==> config.mk <==
export PLATFORM = sky130hd
export DESIGN_NAME = fp_wb_arbiter
export DESIGN_NICKNAME = d
export VERILOG_FILES = /design/src/rtl/fp_wb_arbiter.sv
export SDC_FILE = /design/constraint.sdc
export NUM_CORES = 1
export LEC_CHECK = 0
export BUFFER_PORTS_ARGS = -buffer_cell sky130_fd_sc_hd__clkbuf_2
export CORE_ASPECT_RATIO = 0.7
export CORE_MARGIN = 1
export CORE_UTILIZATION = 49
export CTS_CLUSTER_DIAMETER = 30
export DETAILED_ROUTE_END_ITERATION = 12
export PLACE_DENSITY_LB_ADDON = 0.12
export SETUP_SLACK_MARGIN = 0.05
export SYNTH_ARGS = -nofsm -noshare
export SYNTH_HDL_FRONTEND = slang
export SYNTH_SLANG_ARGS = --single-unit
export TNS_END_PERCENT = 30
==> constraint.sdc <==
create_clock -name clk -period 5 [get_ports clk]
set_input_delay 0.25 -clock clk [delete_from_list [all_inputs] [get_ports clk]]
set_output_delay 0.25 -clock clk [all_outputs]
set_load 0.1 [all_outputs]
==> src/rtl/fp_wb_arbiter.sv <==
// FP register file write-back arbiter.
// Round-robin over ALU, div/sqrt and FLW results; tracks pending writes.
module fp_wb_arbiter #(
  parameter int ADDR_W = 5,
  parameter int DATA_W = 32,
  parameter int CNT_W  = 16
) (
  input  logic                  clk,
  input  logic                  rstn,
  input  logic [2:0]            s_valid,
  output logic [2:0]            s_ready,
  input  logic [3*ADDR_W-1:0]   s_addr,
  input  logic [3*DATA_W-1:0]   s_data,
  input  logic                  alloc_valid,
  input  logic [ADDR_W-1:0]     alloc_addr,
  output logic                  we,
  output logic [ADDR_W-1:0]     wa,
  output logic [DATA_W-1:0]     wd,
  output logic [(1<<ADDR_W)-1:0] busy,
  output logic [CNT_W-1:0]      wb_count
);

  localparam int NREG = 1 << ADDR_W;

  typedef enum logic [1:0] {
    RR0 = 2'd0,
    RR1 = 2'd1,
    RR2 = 2'd2
  } rr_e;

  rr_e               rr_q;
  rr_e               rr_d;
  logic [2:0]        gnt;
  logic              xfer;
  logic [ADDR_W-1:0] g_addr;
  logic [DATA_W-1:0] g_data;
  logic [NREG-1:0]   set_vec;
  logic [NREG-1:0]   clr_vec;
  logic [NREG-1:0]   busy_d;

  // Round-robin pointer register
  always_ff @(posedge clk or negedge rstn) begin
    if (!rstn) rr_q <= RR0;
    else       rr_q <= rr_d;
  end

  // Priority search starting at rr; pointer moves past the winner
  always_comb begin
    gnt  = 3'b000;
    rr_d = rr_q;
    unique case (rr_q)
      RR0: begin
        if      (s_valid[0]) gnt = 3'b001;
        else if (s_valid[1]) gnt = 3'b010;
        else if (s_valid[2]) gnt = 3'b100;
      end
      RR1: begin
        if      (s_valid[1]) gnt = 3'b010;
        else if (s_valid[2]) gnt = 3'b100;
        else if (s_valid[0]) gnt = 3'b001;
      end
      RR2: begin
        if      (s_valid[2]) gnt = 3'b100;
        else if (s_valid[0]) gnt = 3'b001;
        else if (s_valid[1]) gnt = 3'b010;
      end
      default: gnt = 3'b000;
    endcase
    unique case (1'b1)
      gnt[0]:  rr_d = RR1;
      gnt[1]:  rr_d = RR2;
      gnt[2]:  rr_d = RR0;
      default: rr_d = rr_q;
    endcase
  end

  assign s_ready = rstn ? gnt : 3'b000;
  assign xfer    = |s_ready;

  // Select the granted source's address and data
  always_comb begin
    g_addr = '0;
    g_data = '0;
    unique case (1'b1)
      s_ready[0]: begin
        g_addr = s_addr[0*ADDR_W +: ADDR_W];
        g_data = s_data[0*DATA_W +: DATA_W];
      end
      s_ready[1]: begin
        g_addr = s_addr[1*ADDR_W +: ADDR_W];
        g_data = s_data[1*DATA_W +: DATA_W];
      end
      s_ready[2]: begin
        g_addr = s_addr[2*ADDR_W +: ADDR_W];
        g_data = s_data[2*DATA_W +: DATA_W];
      end
      default: begin
        g_addr = '0;
        g_data = '0;
      end
    endcase
  end

  // Write port register stage; address/data hold when idle
  always_ff @(posedge clk or negedge rstn) begin
    if (!rstn) begin
      we <= 1'b0;
      wa <= '0;
      wd <= '0;
    end else begin
      we <= xfer;
      if (xfer) begin
        wa <= g_addr;
        wd <= g_data;
      end
    end
  end

  // Pending-write bitmap next state; a new alloc beats a retiring write
  always_comb begin
    set_vec = alloc_valid ? (NREG'(1) << alloc_addr) : '0;
    clr_vec = we ? (NREG'(1) << wa) : '0;
    busy_d  = (busy & ~clr_vec) | set_vec;
  end

  // Scoreboard and write counter registers
  always_ff @(posedge clk or negedge rstn) begin
    if (!rstn) begin
      busy     <= '0;
      wb_count <= '0;
    end else begin
      busy     <= busy_d;
      wb_count <= wb_count + CNT_W'(we);
    end
  end

endmodule

==> flow_metrics.py <==
metrics = {
    "detailed_routing": {
        "post-route-drc-count": 0,
        "detail_route.vias_per_cell": 6.049,
        "detail_route.wirelength_um": 12040,
        "vias": 3968,
        "drtIter0Drc": 376,
        "detail-route-antenna-nets": 0,
        "drt_pass1_iterations": 5,
        "drt-wirelength-per-cell_um": 18.36,
    },
    "worst_setup_path": {
        "criticalPathCategory": "input port to primary output",
        "cp_data_required_time_ns": 4.75,
        "start_kind": "input port",
        "slowest_stage": "sky130_fd_sc_hd__and4_2",
        "critical_path_endpoint_category": "primary output",
        "cpLargestDelayFamily": "buffers and inverters",
        "max_incr_delay_on_cp_ns": 0.87,
        "worstRegToRegCells": 5,
        "crit_path_cell_trace": "dlygate4sd3_1, buf_4, and4_2, clkbuf_2",
        "critical_path.max_fanout": 47,
        "arrival_ns": 2.52,
        "timing.rr.end": "wd[19]",
        "crit_buf_inv": 3,
        "r2r_setup_slk_ns": 2.62,
        "timing.rr.start": "rr_q[0]",
    },
    "timing": {
        "fin_ws_ns": 2.232,
        "max_slew.worst_pin.slew_ns": 1.002,
        "final_slew_violations": 0,
        "slew_headroom": 0.3323,
        "max_freq_mhz": 361.3,
        "setup-violations-final": 0,
        "report.final.hold_viol_count": 0,
        "final_period_minus_worst_setup_slack_ns": 2.768,
        "rsz0062_at_grt": "no",
        "totalNegativeSetupSlack_ns": 0,
        "fin_skew_ns": 0.005172,
        "fin_crit_sh": 0.5536,
    },
    "logic_synthesis": {
        "yosys_warnings": 0,
        "post-synth-top-area-cell": "sky130_fd_sc_hd__dfrtp_1",
        "netlist-cell-type-count": 35,
        "synth_seq_area_share": 0.5502,
        "top_area_cell_type_share_of_the_netlist_area": 0.5502,
        "synth_edf_count": 0,
        "post_synth_instance_area_um2": 4003,
        "postSynthCellCount": 351,
        "synthArstFlopShare": 1.000,
        "ys_ff_latch": 88,
        "syn_nets": 475,
        "synth_flop_cell": "sky130_fd_sc_hd__dfrtp_1",
        "synthTopCellsByArea": "sky130_fd_sc_hd__dfrtp_1 (55%), sky130_fd_sc_hd__o21ai_0 (8.1%), sky130_fd_sc_hd__a221o_1 (7.3%), sky130_fd_sc_hd__a32o_1 (7.3%), sky130_fd_sc_hd__xnor2_1 (2.6%)",
        "postSynthAreaPerCell_um2": 11.40,
    },
    "die": {
        "rows": 27,
        "fp.coreArea_um2": 7905,
        "die_w_um": 110.0,
        "floorplan.die.height_um": 77.62,
        "floorplan.initialDensity": 0.5063,
        "die-area_um2": 8540,
        "io-pin-count": 211,
    },
    "run": {
        "maxCapViolCount": 0,
    },
    "clock_network": {
        "clock_insertion_delay_worst_skew_ns": 0.33,
        "post-cts-setup-buffer-count": 0,
        "cts_repair_resize_count": 0,
        "cts.root.buffer_cell": "sky130_fd_sc_hd__clkbuf_16",
        "tritoncts.num_buffers": 9,
        "ctsHtreeMaxLevel": 3,
        "tritoncts": "yes",
        "clock_tree.buffer_depth": 2,
        "hold_buffers": 1,
        "clkSinkCount": 88,
        "clk_pin_slew_worst_paths_ns": 0.06,
    },
    "global_route": {
        "grt_pass1_wl_um": 19690,
        "first_global_vias": 3851,
        "met3_global_route_usage": 0.07143,
        "globalRoute.busiestLayer": "met2",
        "total_gr_overflow": 0,
        "antenna_violations_before_repair": 0,
        "grt_use_met2": 0.4738,
        "grt_max_degree": 83,
        "track_usage": 0.3025,
        "globalRouteMet1Util": 0.4142,
    },
    "placed_design": {
        "port-buffer-count": 210,
        "hpwl_um": 8545,
        "dp_worst_setup_slack_ns": 2.640,
        "place.gp.congestion": 0.8308,
    },
    "min_path": {
        "hold_sp": "s_data[8]",
        "worst_hold_path.num_cells": 2,
        "timing.hold.worst.class": "input port to register",
        "hold-path-endpoint": "wd[8]",
    },
    "layout": {
        "num-nets-final": 674,
        "layout.cells.most_common": "sky130_fd_sc_hd__clkbuf_2",
        "diodes": 0,
        "layout_cells_sized_above_1": 0.4252,
        "seqCellArea_um2": 2202,
        "area_of_combinational_cells_with_multiple_inputs_um2": 1663,
        "layout_common_cells": "sky130_fd_sc_hd__clkbuf_2 (209), sky130_fd_sc_hd__dfrtp_1 (88), sky130_fd_sc_hd__o21ai_0 (65)",
        "fill_cells": 620,
        "area_growth_syn_to_layout_pct": 34.89,
    },
    "status": {
        "status": "finished, final reports clean",
    },
}
[layout make-up]
class                           count  area share
Multi-Input combinational cell    235      0.3080
Inverter                            2    0.001390
Clock inverter                      5     0.01506
Tap cell                          101     0.02341
Timing Repair Buffer              214      0.2012
Sequential cell                    88      0.4079
Clock buffer                       11     0.04311
[logic make-up after synthesis]
logic type                 Yosys count  share of synthesized area
and+or+nand+nor                     67                    0.09566
adders and majority gates            2                   0.006251
xor gates and xnor gates            14                    0.03064
buffers and inverters               28                    0.03689
AOI/OAI and AO/OA                  152                     0.2804
DFF                                 88                     0.5502
[worst max path at each step]
stage | from | endpoint | cells past startpoint
after floorplan | rr_q[0] | wa[0] | 5
after global placement | rr_q[0] | s_ready[0] | 3
after detailed placement | rr_q[0] | wd[30] | 5
after CTS | rstn | s_ready[0] | 4
after global routing | rstn | s_ready[0] | 4
final | rstn | s_ready[0] | 4
[per-layer routing]
layer / wire length (um) / part of all wire
met1: 5328 / 0.44
met2: 5570 / 0.46
met3: 927 / 0.077
met4: 215 / 0.018
met5: 0 / 0
[flip-flops by register name (all words and copies together) (netlist names)]
name / flops
we: 1
rr_q: 2
wd: 32
wa: 5
wb_count: 16
busy: 32
[Yosys cell counts (8+ instances only)]
cell	n
sky130_fd_sc_hd__xnor2_1	12
sky130_fd_sc_hd__a31oi_1	8
sky130_fd_sc_hd__a2111oi_0	8
sky130_fd_sc_hd__o21ai_0	65
sky130_fd_sc_hd__dfrtp_1	88
sky130_fd_sc_hd__clkbuf_1	10
sky130_fd_sc_hd__a221o_1	29
sky130_fd_sc_hd__buf_2	10
sky130_fd_sc_hd__nand2_1	11
sky130_fd_sc_hd__a22oi_1	8
sky130_fd_sc_hd__nor2_1	8
sky130_fd_sc_hd__a32o_1	29
sky130_fd_sc_hd__nand3_1	20
[metrics by stage]
step / cells / instance area [um2] / hold WS [ns] / util
after floorplan: 351 / 4003 / -0.04559 / -
after global placement: 639 / 5075 / 0.07324 / 0.6420
after detailed placement: 639 / 5075 / 0.07764 / 0.6420
after CTS: 656 / 5399 / 0.1333 / 0.6830
after global routing: 656 / 5399 / 0.1395 / 0.6830
final: 656 / 5399 / 0.1444 / 0.6830
Power is not shown: default switching activity piles up to over one toggle a cycle in this logic, so the estimate is an artifact.
